[src/rtl/rf_wb_queue.sv]
// Register-file write-back queue: buffers {addr, data} writes, drains them in order when not
// stalled, and forwards the youngest pending data for a matching read address.
module rf_wb_queue #(
  parameter int unsigned DATA_WIDTH = 32,
  parameter int unsigned ADDR_WIDTH = 8,
  parameter int unsigned DEPTH      = 4
) (
  input  logic                       clk,
  input  logic                       rst,
  input  logic                       in_valid,
  output logic                       in_ready,
  input  logic [ADDR_WIDTH-1:0]      in_addr,
  input  logic [DATA_WIDTH-1:0]      in_data,
  input  logic                       stall,
  output logic                       rf_we,
  output logic [ADDR_WIDTH-1:0]      rf_waddr,
  output logic [DATA_WIDTH-1:0]      rf_din,
  input  logic [ADDR_WIDTH-1:0]      byp_raddr,
  output logic                       byp_hit,
  output logic [DATA_WIDTH-1:0]      byp_data,
  output logic [$clog2(DEPTH):0]     count,
  output logic                       empty
);

  localparam int unsigned PtrW = $clog2(DEPTH);
  localparam int unsigned CntW = PtrW + 1;

  logic [ADDR_WIDTH-1:0] addr_mem_q [DEPTH];
  logic [DATA_WIDTH-1:0] data_mem_q [DEPTH];

  logic [PtrW-1:0] wr_ptr_q, wr_ptr_d;
  logic [PtrW-1:0] rd_ptr_q, rd_ptr_d;
  logic [CntW-1:0] count_q, count_d;
  logic            push, pop;
  logic [PtrW-1:0] byp_idx;

  assign empty    = (count_q == '0);
  assign count    = count_q;
  // Full blocks the push even when a pop happens in the same cycle.
  assign in_ready = (count_q < CntW'(DEPTH));
  assign push     = in_valid && in_ready && !rst;
  assign rf_we    = !rst && !empty && !stall;
  assign pop      = rf_we;
  assign rf_waddr = addr_mem_q[rd_ptr_q];
  assign rf_din   = data_mem_q[rd_ptr_q];

  always_comb begin
    wr_ptr_d = wr_ptr_q;
    rd_ptr_d = rd_ptr_q;
    count_d  = count_q;
    if (push) wr_ptr_d = wr_ptr_q + PtrW'(1);
    if (pop)  rd_ptr_d = rd_ptr_q + PtrW'(1);
    unique case ({push, pop})
      2'b10:   count_d = count_q + CntW'(1);
      2'b01:   count_d = count_q - CntW'(1);
      default: count_d = count_q;
    endcase
  end

  always_ff @(posedge clk) begin
    if (rst) begin
      wr_ptr_q <= '0;
      rd_ptr_q <= '0;
      count_q  <= '0;
    end else begin
      wr_ptr_q <= wr_ptr_d;
      rd_ptr_q <= rd_ptr_d;
      count_q  <= count_d;
    end
  end

  always_ff @(posedge clk) begin
    if (push) begin
      addr_mem_q[wr_ptr_q] <= in_addr;
      data_mem_q[wr_ptr_q] <= in_data;
    end
  end

  // Scan oldest to youngest so the youngest matching entry wins.
  always_comb begin
    byp_hit  = 1'b0;
    byp_data = '0;
    byp_idx  = '0;
    for (int unsigned i = 0; i < DEPTH; i++) begin
      byp_idx = rd_ptr_q + PtrW'(i);
      if ((CntW'(i) < count_q) && (addr_mem_q[byp_idx] == byp_raddr)) begin
        byp_hit  = 1'b1;
        byp_data = data_mem_q[byp_idx];
      end
    end
  end

endmodule
[config.mk]
export PLATFORM = sky130hd
export DESIGN_NAME = rf_wb_queue
export DESIGN_NICKNAME = d
export VERILOG_FILES = /design/src/rtl/rf_wb_queue.sv
export SDC_FILE = /design/constraint.sdc
export NUM_CORES = 1
export LEC_CHECK = 0
export CAP_MARGIN = 20
export CORE_MARGIN = 3
export CORE_UTILIZATION = 55
export DETAILED_ROUTE_END_ITERATION = 10
export PLACE_DENSITY = 0.88
export SLEW_MARGIN = 20
export SYNTH_ARGS = -nofsm -noshare
export SYNTH_HDL_FRONTEND = slang
export SYNTH_SLANG_ARGS = --single-unit
[constraint.sdc]
create_clock -name clk -period 8.2 [get_ports clk]
set_clock_uncertainty 0.1 [all_clocks]
set_input_delay 1.64 -clock clk [delete_from_list [all_inputs] [get_ports clk]]
set_output_delay 1.64 -clock clk [all_outputs]
set_load 0.02 [all_outputs]
## Yosys cells after proc, flatten, opt, wreduce, memory -nomap -nowiden

Memories as Yosys holds them, arrays and structs flattened. A register that Yosys moved wholly into a read port is not among the register bits.
Cells that the tools add are included.

- Bits in latches: 0
- Bits in writable memories: 160
- Logic and storage cells: 50
- Output and inout bits: 79
- Input bits: 52
- Register bits after elaboration: 7
- ROM bits: 0
- Memories: 2

- Mux-type cells: 15
- Divide/modulo/power cells: 0
- Multipliers: 0
- Add/sub/neg operators: 6
- Shift operators: 0
- Order comparisons: 5
- Eq/ne operators: 6
- Bitwise logic cells: 0
- Reduce and logical (&&, ||, !) cells: 13

Memories:

| name | words | bits a word | rd ports | clocked after memory_dff | write ports | RTL line | RTL |
|---|---|---|---|---|---|---|---|
| data_mem_q | 4 | 32 | 4 | 1 | 1 | 29 | `logic [DATA_WIDTH-1:0] data_mem_q [DEPTH];` |
| addr_mem_q | 4 | 8 | 4 | 1 | 1 | 28 | `logic [ADDR_WIDTH-1:0] addr_mem_q [DEPTH];` |

Operators by type and width:

| kind | count |
|---|---|
| $mux 32 | 4 |
| $eq 8x8->1 | 4 |
| $logic_and 1x1->1 | 8 |
| $mux 2 | 4 |
| $lt 1x3->1 const A | 2 |
| $lt 2x3->1 const A | 2 |
| $mux 1 | 6 |
| $pmux 3 s2 | 1 |
| $add 2x1->2 const B | 2 |
| $add 2x2->2 const B | 2 |
| $add 3x1->3 const B | 1 |
| $logic_not 1->1 | 3 |
| $logic_not 3->1 | 1 |
| $lt 3x3->1 const B | 1 |
| $sub 3x1->3 const B | 1 |
| $eq 2x1->1 const B | 1 |
| $eq 2x2->1 const B | 1 |
| $reduce_bool 2->1 | 1 |

## Depth between registers and ports, before layout

Gate-level depths: netlist of the first run.
An unclocked memory read counts as a cell.

- Word-level depth: 7
- Depth in mapped cells: 12
- Gate-level depth less buffers: 8

## Least setup slack after synthesis of the first run

No wires, ideal clock.

- Path kind: in2out
- Start point: input byp_raddr[2]
- End point: output byp_data[2]
- Cell stages on the path: 9
- Data arrival time: 3,457 ps
- Path buffers: 3
- Data required time: 6,460 ps
- Path slack: 3,003 ps
- Cells stage by stage: clkbuf_1 xnor2_1 o2111ai_1 or4_4 buf_6 buf_2 nor2_1 a31oi_1 a21oi_1

- Cells in the longest elaborated chain, start to end: 6
- Elaborated cells between the ends (all ways): 12
- Those cells by class: eq/ne (4); mux (4); reduce/logical (4)

Ends and longest elaborated chain:

| item | RTL line | RTL |
|---|---|---|
| from (decl) | 18 | `input logic [ADDR_WIDTH-1:0] byp_raddr,` |
| $eq 8x8->1 | 86 | `if ((CntW'(i) < count_q) && (addr_mem_q[byp_idx] == byp_raddr)) begin` |
| $logic_and 1x1->1 | 86 |  |
| $mux 32 (3 in a row) | 86 |  |
| $mux 32 * | 86 |  |
| to (decl) | 20 | `output logic [DATA_WIDTH-1:0] byp_data,` |

Mark *: on every way between the ends. The rest lies on a longest branch, timed or not.

## Worst setup path after layout of the first run

- Start point: input byp_raddr[0]
- End point: output byp_data[23]

Same word-level chain as after synthesis.

==> metrics.md, run 1 <==
| Metric | Value |
|---|---|
| Critical path peak fanout | 31 |
| FF+latch area | 0.00500 mm² |
| Clock transition at path regs | 0.06 ns |
| Compound-gate portion of the synthesized area | 9.71% |
| Achievable Freq | 0.147 GHz |
| CP Launch Type | input pin |
| Hold-fix buffers at CTS | 0 |
| Req. time, crit path | 6.46 ns |
| Slew HR | 29.9% |
| Die H | 142 µm |
| Hold slack | 0.482 ns |
| Worst slew pin tran | 1.05 ns |
| Maxcap violations | 0 |
| Routed vias | 7,266 |
| CTS root buffer | clkbuf_16 |
| Synth Area in Adders | 1.10% |
| Mux cell area share after synthesis | 27.8% |
| Power density over the cells | 188 mW/mm² |
| Number of DRC markers in iteration 0 | 647 |
| Antenna Nets Post-Route | 0 |
| Initial Utilization | 56.5% |
| RSZ-0062 raised after global routing | no |
| Die area | 0.0203 mm² |
| Initial antenna violation count | 1 |
| Combinational power share | 20.8% |
| IO Port Bufs | 130 |
| Clk buf depth | 2 |
| Sequential fraction of the synthesis area | 48.8% |
| Number of buffers and inverters on the critical path | 3 |
| Mean post-synth cell area | 13.3 µm² |
| Hold crit path type | reg -> reg |
| WS Path Type | in -> out |
| DRT Wirelength | 24.8 mm |
| Arr. time, crit path | 5.05 ns |
| Pin count of the biggest net entering global routing | 107 |
| Die X | 142 µm |
| Clock network fraction of design power | 33.5% |
| Post-CTS Setup Inserts | 0 |
| Final Wtd Congestion | 0.786 |
| Clock tree sinks | 169 |
| Largest family of logic cells by synthesized area | multiplexers |
| Cell variety after synth | 40 |
| Final Critical Period | 6.79 ns |
| Synth Register Bits | 169 |
| Crit share post-route | 82.8% |
| Synth Instances | 767 |
| Pleak | 3.78 nW |
| CP max-delay cell | clkdlybuf4s50_1 |
| Synth Area in XOR/XNOR | 3.09% |
| Core area | 0.0181 mm² |
| Vias in the first global route | 7,234 |
| Final net count | 916 |
| First-pass GRT wire length | 38.5 mm |
| Multi-input gate area | 0.00488 mm² |
| FFs w/ async S/R, synth | 0% |
| Final setup viols | 0 |
| Part of the power in registers | 45.7% |
| Number of synthesized flops with an enable pin | 160 |
| Layout cells sized above 1 | 20.0% |
| Total GRT Usage | 24.3% |
| Largest stage delay, worst path | 0.66 ns |
| H-tree depth | 4 |
| N_diodes | 0 |
| Filler Cells Inserted | 1,251 |
| Remaining Overflow, GRT | 0 |
| Post-synth top flop | edfxtp_1 |
| NetSw | 0.000606 W |
| Int Pwr | 0.00168 W |
| Worst-Skew Late Latency | 0.42 ns |
| Endpoints failing hold | 0 |
| Commonest non-fill, non-tap cells in the layout | edfxtp_1 (160), clkdlybuf4s50_1 (130), nor2_1 (103) |
| CTS Buf Count | 17 |
| Post-DR wirelength/cell | 22.6 µm |
| Crit-path cells | clkdlybuf4s50_1 > xnor2_1 > and4_1 > o2111ai_2 > nand4_1 > buf_4 > o22ai_1 > a21oi_1 > clkdlybuf4s50_1 |
| Post-Syn Nets | 828 |
| Setup_tns | 0 ns |
| Crit-path most repeated cell | clkdlybuf4s50_1 |
| Cts repair resizes | 0 |
| Sw Share | 26.5% |
| DR DRC count | 0 |
| Number of top-level pins | 131 |
| Commonest non-fill, non-tap cell in the layout | edfxtp_1 |
| Simple-gate share of the synthesized area | 5.85% |
| Outcome | finished, final reports clean |
| Vias per cell | 6.62 |
| CTS tree | done |
| Area growth syn-to-layout | 18.6% |
| Std-Cell Rows | 49 |
| Crit end category | output pin |
| Family with the most delay on the worst path | buffers and inverters |
| Worst VDD drop | 150 µV |
| DP Wirelength | 15.4 mm |
| Synthesized area | 0.0102 mm² |
| Yosys Warn Count | 0 |
| Drt pass-1 iters | 5 |
| Max-slew violation count | 0 |
==> cell usage after synthesis, types with 2 or more instances <==
master    count  area (µm²)
edfxtp_1    160        4800
nor2_1      103         387
a21oi_1     100         500
mux4_2       93        2090
mux2i_1      39         390
a31oi_1      32         200
mux2_2       32         360
o22ai_1      31         194
clkbuf_1     29         109
xnor2_1      27         236
buf_2        23         115
buf_1        10        37.5
dfxtp_1       9         180
ha_1          9         113
xor2_1        9        78.8
inv_1         7        26.3
buf_6         6        67.6
and2_1        5        31.3
nand2_1       5        18.8
nand3_1       4        20.0
nand4_1       4        25.0
nor2b_1       4        25.0
nor3_1        3        15.0
o21ai_0       3        15.0
a211oi_1      2        15.0
and3_1        2        12.5
buf_4         2        15.0
or3_1         2        12.5
==> area by class of cell <==
| type | count | share of cell area (%) |
|---|---|---|
| clock buffer | 18 | 3.54 |
| clock inverter | 14 | 1.08 |
| inverter | 7 | 0.217 |
| multi-input combinational | 521 | 40.3 |
| sequential | 169 | 41.2 |
| tap | 229 | 2.36 |
| timing repair buffer | 139 | 11.3 |
==> cells by family after synthesis <==
group,count (synthesis)
AOI/OAI and AO/OA,175
xor gates and xnor gates,36
adders and majority gates,9
buffers and inverters,77
DFF,169
muxes,164
and+or+nand+nor,137
==> power by group through the flow <==
| stage | combinational [W] | sequential (W) | clock, W |
|---|---|---|---|
| after floorplan | 0.000367 | 0.00101 | 0 |
| after global placement | 0.000463 | 0.00106 | 0 |
| after detailed placement | 0.000472 | 0.00106 | 0 |
| after CTS | 0.000475 | 0.00105 | 0.000776 |
| after global routing | 0.000506 | 0.00105 | 0.000812 |
| final | 0.000476 | 0.00104 | 0.000765 |
==> flip-flops by register name (all words and copies together), names as in the netlist, named ones only <==
register and count:
addr_mem_q 32, data_mem_q 128, rd_ptr_q 2, wr_ptr_q 2, count 3
==> per-layer routing <==
layer / up-vias / GRT usage, % / routed length (µm)
met5: - / 0 / 13
met4: 2 / 8.85 / 524
met3: 47 / 4.84 / 1860
met2: 346 / 40.6 / 12400
met1: 3633 / 32.1 / 9970
li1: 3238 / - / -
==> path summary, 6_finish.rpt <==
kind                                  from                  endpoint  slack (ns)  depth (start not counted)
hold / removal    wr_ptr_q[0]$_SDFFE_PP0P_  wr_ptr_q[0]$_SDFFE_PP0P_        0.48                          2
setup reg to reg  rd_ptr_q[0]$_SDFFE_PP0P_                  register        5.54                          3
hold reg to reg   wr_ptr_q[0]$_SDFFE_PP0P_  wr_ptr_q[0]$_SDFFE_PP0P_        0.48                          2
setup / recovery              byp_raddr[0]              byp_data[23]        1.41                          9
==> stage by stage <==
step / std cells / total power, W / area [µm²] / setup slack [ns] / util, %
floorplan: 767 / 0.00138 / 10200 / 3.00 / -
global route: 1097 / 0.00237 / 12100 / 1.28 / 67.0
CTS: 1097 / 0.00230 / 12100 / 1.46 / 67.0
detailed placement: 1065 / 0.00153 / 11600 / 1.49 / 63.9
finish: 1097 / 0.00228 / 12100 / 1.41 / 67.0
global placement: 1065 / 0.00152 / 11600 / 1.60 / 63.9
==> worst min-delay path: stages (launching register included) <==
cell and delay [ns]:
dfxtp_1 0.35, xnor2_1 0.16, nor2_1 0.04
Note: power is estimated with default switching activity, not from simulation.
==> run 2, diff against run 1 <==
- CORE_UTILIZATION: 55 -> 51
- PLACE_DENSITY: 0.88 -> 0.86
- clock period: 8.2 -> 5.9 ns (I/O delays scaled with it)
==> metrics.md, run 2 (synthesis results as in run 1) <==
| Metric | Value |
|---|---|
| IO Port Bufs | 130 |
| Slew HR | 32.7% |
| Min-delay src | wr_ptr_q[0]$_SDFFE_PP0P_ |
| Endpoint, Worst Hold | wr_ptr_q[0]$_SDFFE_PP0P_ |
| Achievable Freq | 0.179 GHz |
| Post-route insts no fill | 1,139 |
| Filler Cells Inserted | 1,462 |
| Die H | 148 µm |
| Die X | 148 µm |
| Reg2reg start | count[2]$_SDFFE_PP0P_ |
| Final setup viols | 0 |
| Core area | 0.0196 mm² |
| Vias per cell | 6.36 |
| Post-CTS Setup Inserts | 0 |
| Setup_tns | 0 ns |
| Number of DRC markers in iteration 0 | 696 |
| Clock network fraction of design power | 32.5% |
| Metal3 WL | 1.97 mm |
| DRT Wirelength | 25.3 mm |
| Met1 Wirelength | 10.2 mm |
| Post-DR wirelength/cell | 22.2 µm |
| Die area | 0.0218 mm² |
| CTS tree | done |
| WS Path Type | reg -> out |
| Initial Utilization | 52.2% |
| Cts repair resizes | 0 |
| Area growth syn-to-layout | 19.5% |
| RSZ-0062 raised after global routing | no |
| Number of top-level pins | 131 |
| Hold crit path type | reg -> reg |
| Reg2Reg Setup Slack | 3.36 ns |
| Antenna Nets Post-Route | 0 |
| Pin count of the biggest net entering global routing | 102 |
| Hold depth | 2 |
| Vias in the first global route | 7,191 |
| Drt pass-1 iters | 5 |
| Largest register FFs | 128 |
| Crit end category | output pin |
| Commonest non-fill, non-tap cells in the layout | edfxtp_1 (160), clkdlybuf4s50_1 (130), nor2_1 (103) |
| Routed vias | 7,242 |
| Req. time, crit path | 4.62 ns |
| DR DRC count | 0 |
| First-pass GRT wire length | 39.8 mm |
| Outcome | finished, final reports clean |
| Initial antenna violation count | 2 |
| Worst slew pin tran | 1.01 ns |
| Worst VDD drop | 191 µV |
| Critical path peak fanout | 87 |
| Pleak | 3.80 nW |
| Max layer used | met5 |
| Final net count | 922 |
| Std-Cell Rows | 51 |
| Clock tree sinks | 169 |
| Combinational power share | 22.1% |
| Reg2Reg Depth | 4 |
| H-tree depth | 4 |
| Clock transition at path regs | 0.06 ns |
| Max-slew violation count | 0 |
| Final Critical Period | 5.57 ns |
| Clk buf depth | 2 |
| Worst-Skew Late Latency | 0.43 ns |
| Biggest register | data_mem_q |
| DP Wirelength | 16.2 mm |
| Final Wtd Congestion | 0.863 |
| Crit share post-route | 94.4% |
| Commonest non-fill, non-tap cell in the layout | edfxtp_1 |
| Met2 WL | 12.6 mm |
| CP Launch Type | register |
| Endpoints failing hold | 0 |
| Maxcap violations | 0 |
| NetSw | 0.000844 W |
| Int Pwr | 0.00230 W |
| Utilization after layout | 62.3% |
| CTS Buf Count | 17 |
| Layout cells sized above 1 | 20.5% |
| Arr. time, crit path | 4.29 ns |
| Part of the power in registers | 45.4% |
| Remaining Overflow, GRT | 0 |
| Total GRT Usage | 23.4% |
| CTS root buffer | clkbuf_16 |
| Reg-to-Reg End | data_mem_q[1][27]$_DFFE_PP_ |
| Cells after DPL | 1,106 |
| Hold-fix buffers at CTS | 0 |
| Sw Share | 26.9% |
| Power density over the cells | 257 mW/mm² |
-- run 2: cell types whose count changed in the layout (fill, tap and decap cells not counted), moves of 2 or more --
cell / delta
clkinv_2: -2
buf_4: +5
clkbuf_1: +2
clkinv_1: -2
-- run 2: how the worst max path moves through the flow --
stage                             startpoint      endpoint  slack (ns)  cells past startpoint
CTS                 rd_ptr_q[1]$_SDFFE_PP0P_  byp_data[28]        0.36                      9
global placement                byp_raddr[3]  byp_data[29]        0.58                      8
floorplan                       byp_raddr[2]   byp_data[2]        1.62                      9
detailed placement              byp_raddr[0]  byp_data[29]        0.50                      8
finish              rd_ptr_q[1]$_SDFFE_PP0P_  byp_data[28]        0.33                      9
global route        rd_ptr_q[1]$_SDFFE_PP0P_  byp_data[28]        0.12                      8
-- run 2: power groups by stage --
stage          combinational (W)  clock (W)  sequential, W
6_report                0.000695    0.00102        0.00143
5_1_grt                 0.000746    0.00109        0.00143
4_1_cts                 0.000693    0.00103        0.00143
3_5_place_dp            0.000686          0        0.00145
3_3_place_gp            0.000675          0        0.00145
2_1_floorplan           0.000510          0        0.00141
-- run 2: layout make-up --
class	count	area, µm²	area share [%]
antenna	1	2.50	0.0205
sequential	169	5000	40.9
clock inverter	11	100	0.820
clock buffer	20	437	3.58
tap	265	332	2.71
timing repair buffer	145	1430	11.7
inverter	7	26.3	0.215
multi-input combinational	521	4880	40.0
-- run 2: worst max-delay path, cell delays in order (launching register included) --
cell and delay [ns]:
dfxtp_4 1.00, mux4_2 0.61, xnor2_1 0.27, and4_1 0.24, o2111ai_2 0.13, nand4_1 0.12, buf_4 0.40, o22ai_1 0.16
a21oi_1 0.21, clkdlybuf4s50_1 0.66
-- run 2: stage by stage --
stage / hold slack, ns / cell area [µm²] / setup slack, ns / power [W]
2_1_floorplan: 0.438 / 10200 / 1.62 / 0.00192
3_3_place_gp: 0.468 / 11600 / 0.578 / 0.00212
3_5_place_dp: 0.484 / 11600 / 0.498 / 0.00214
4_1_cts: 0.492 / 12200 / 0.365 / 0.00315
5_1_grt: 0.516 / 12200 / 0.117 / 0.00327
6_report: 0.483 / 12200 / 0.328 / 0.00314
-- run 2: layer usage --
metal  up-vias  global-route usage [%]
li1       3245                       -
met1      3609                    31.9
met2       339                    38.1
met3        47                    4.05
met4         2                    8.81
met5         -                       0
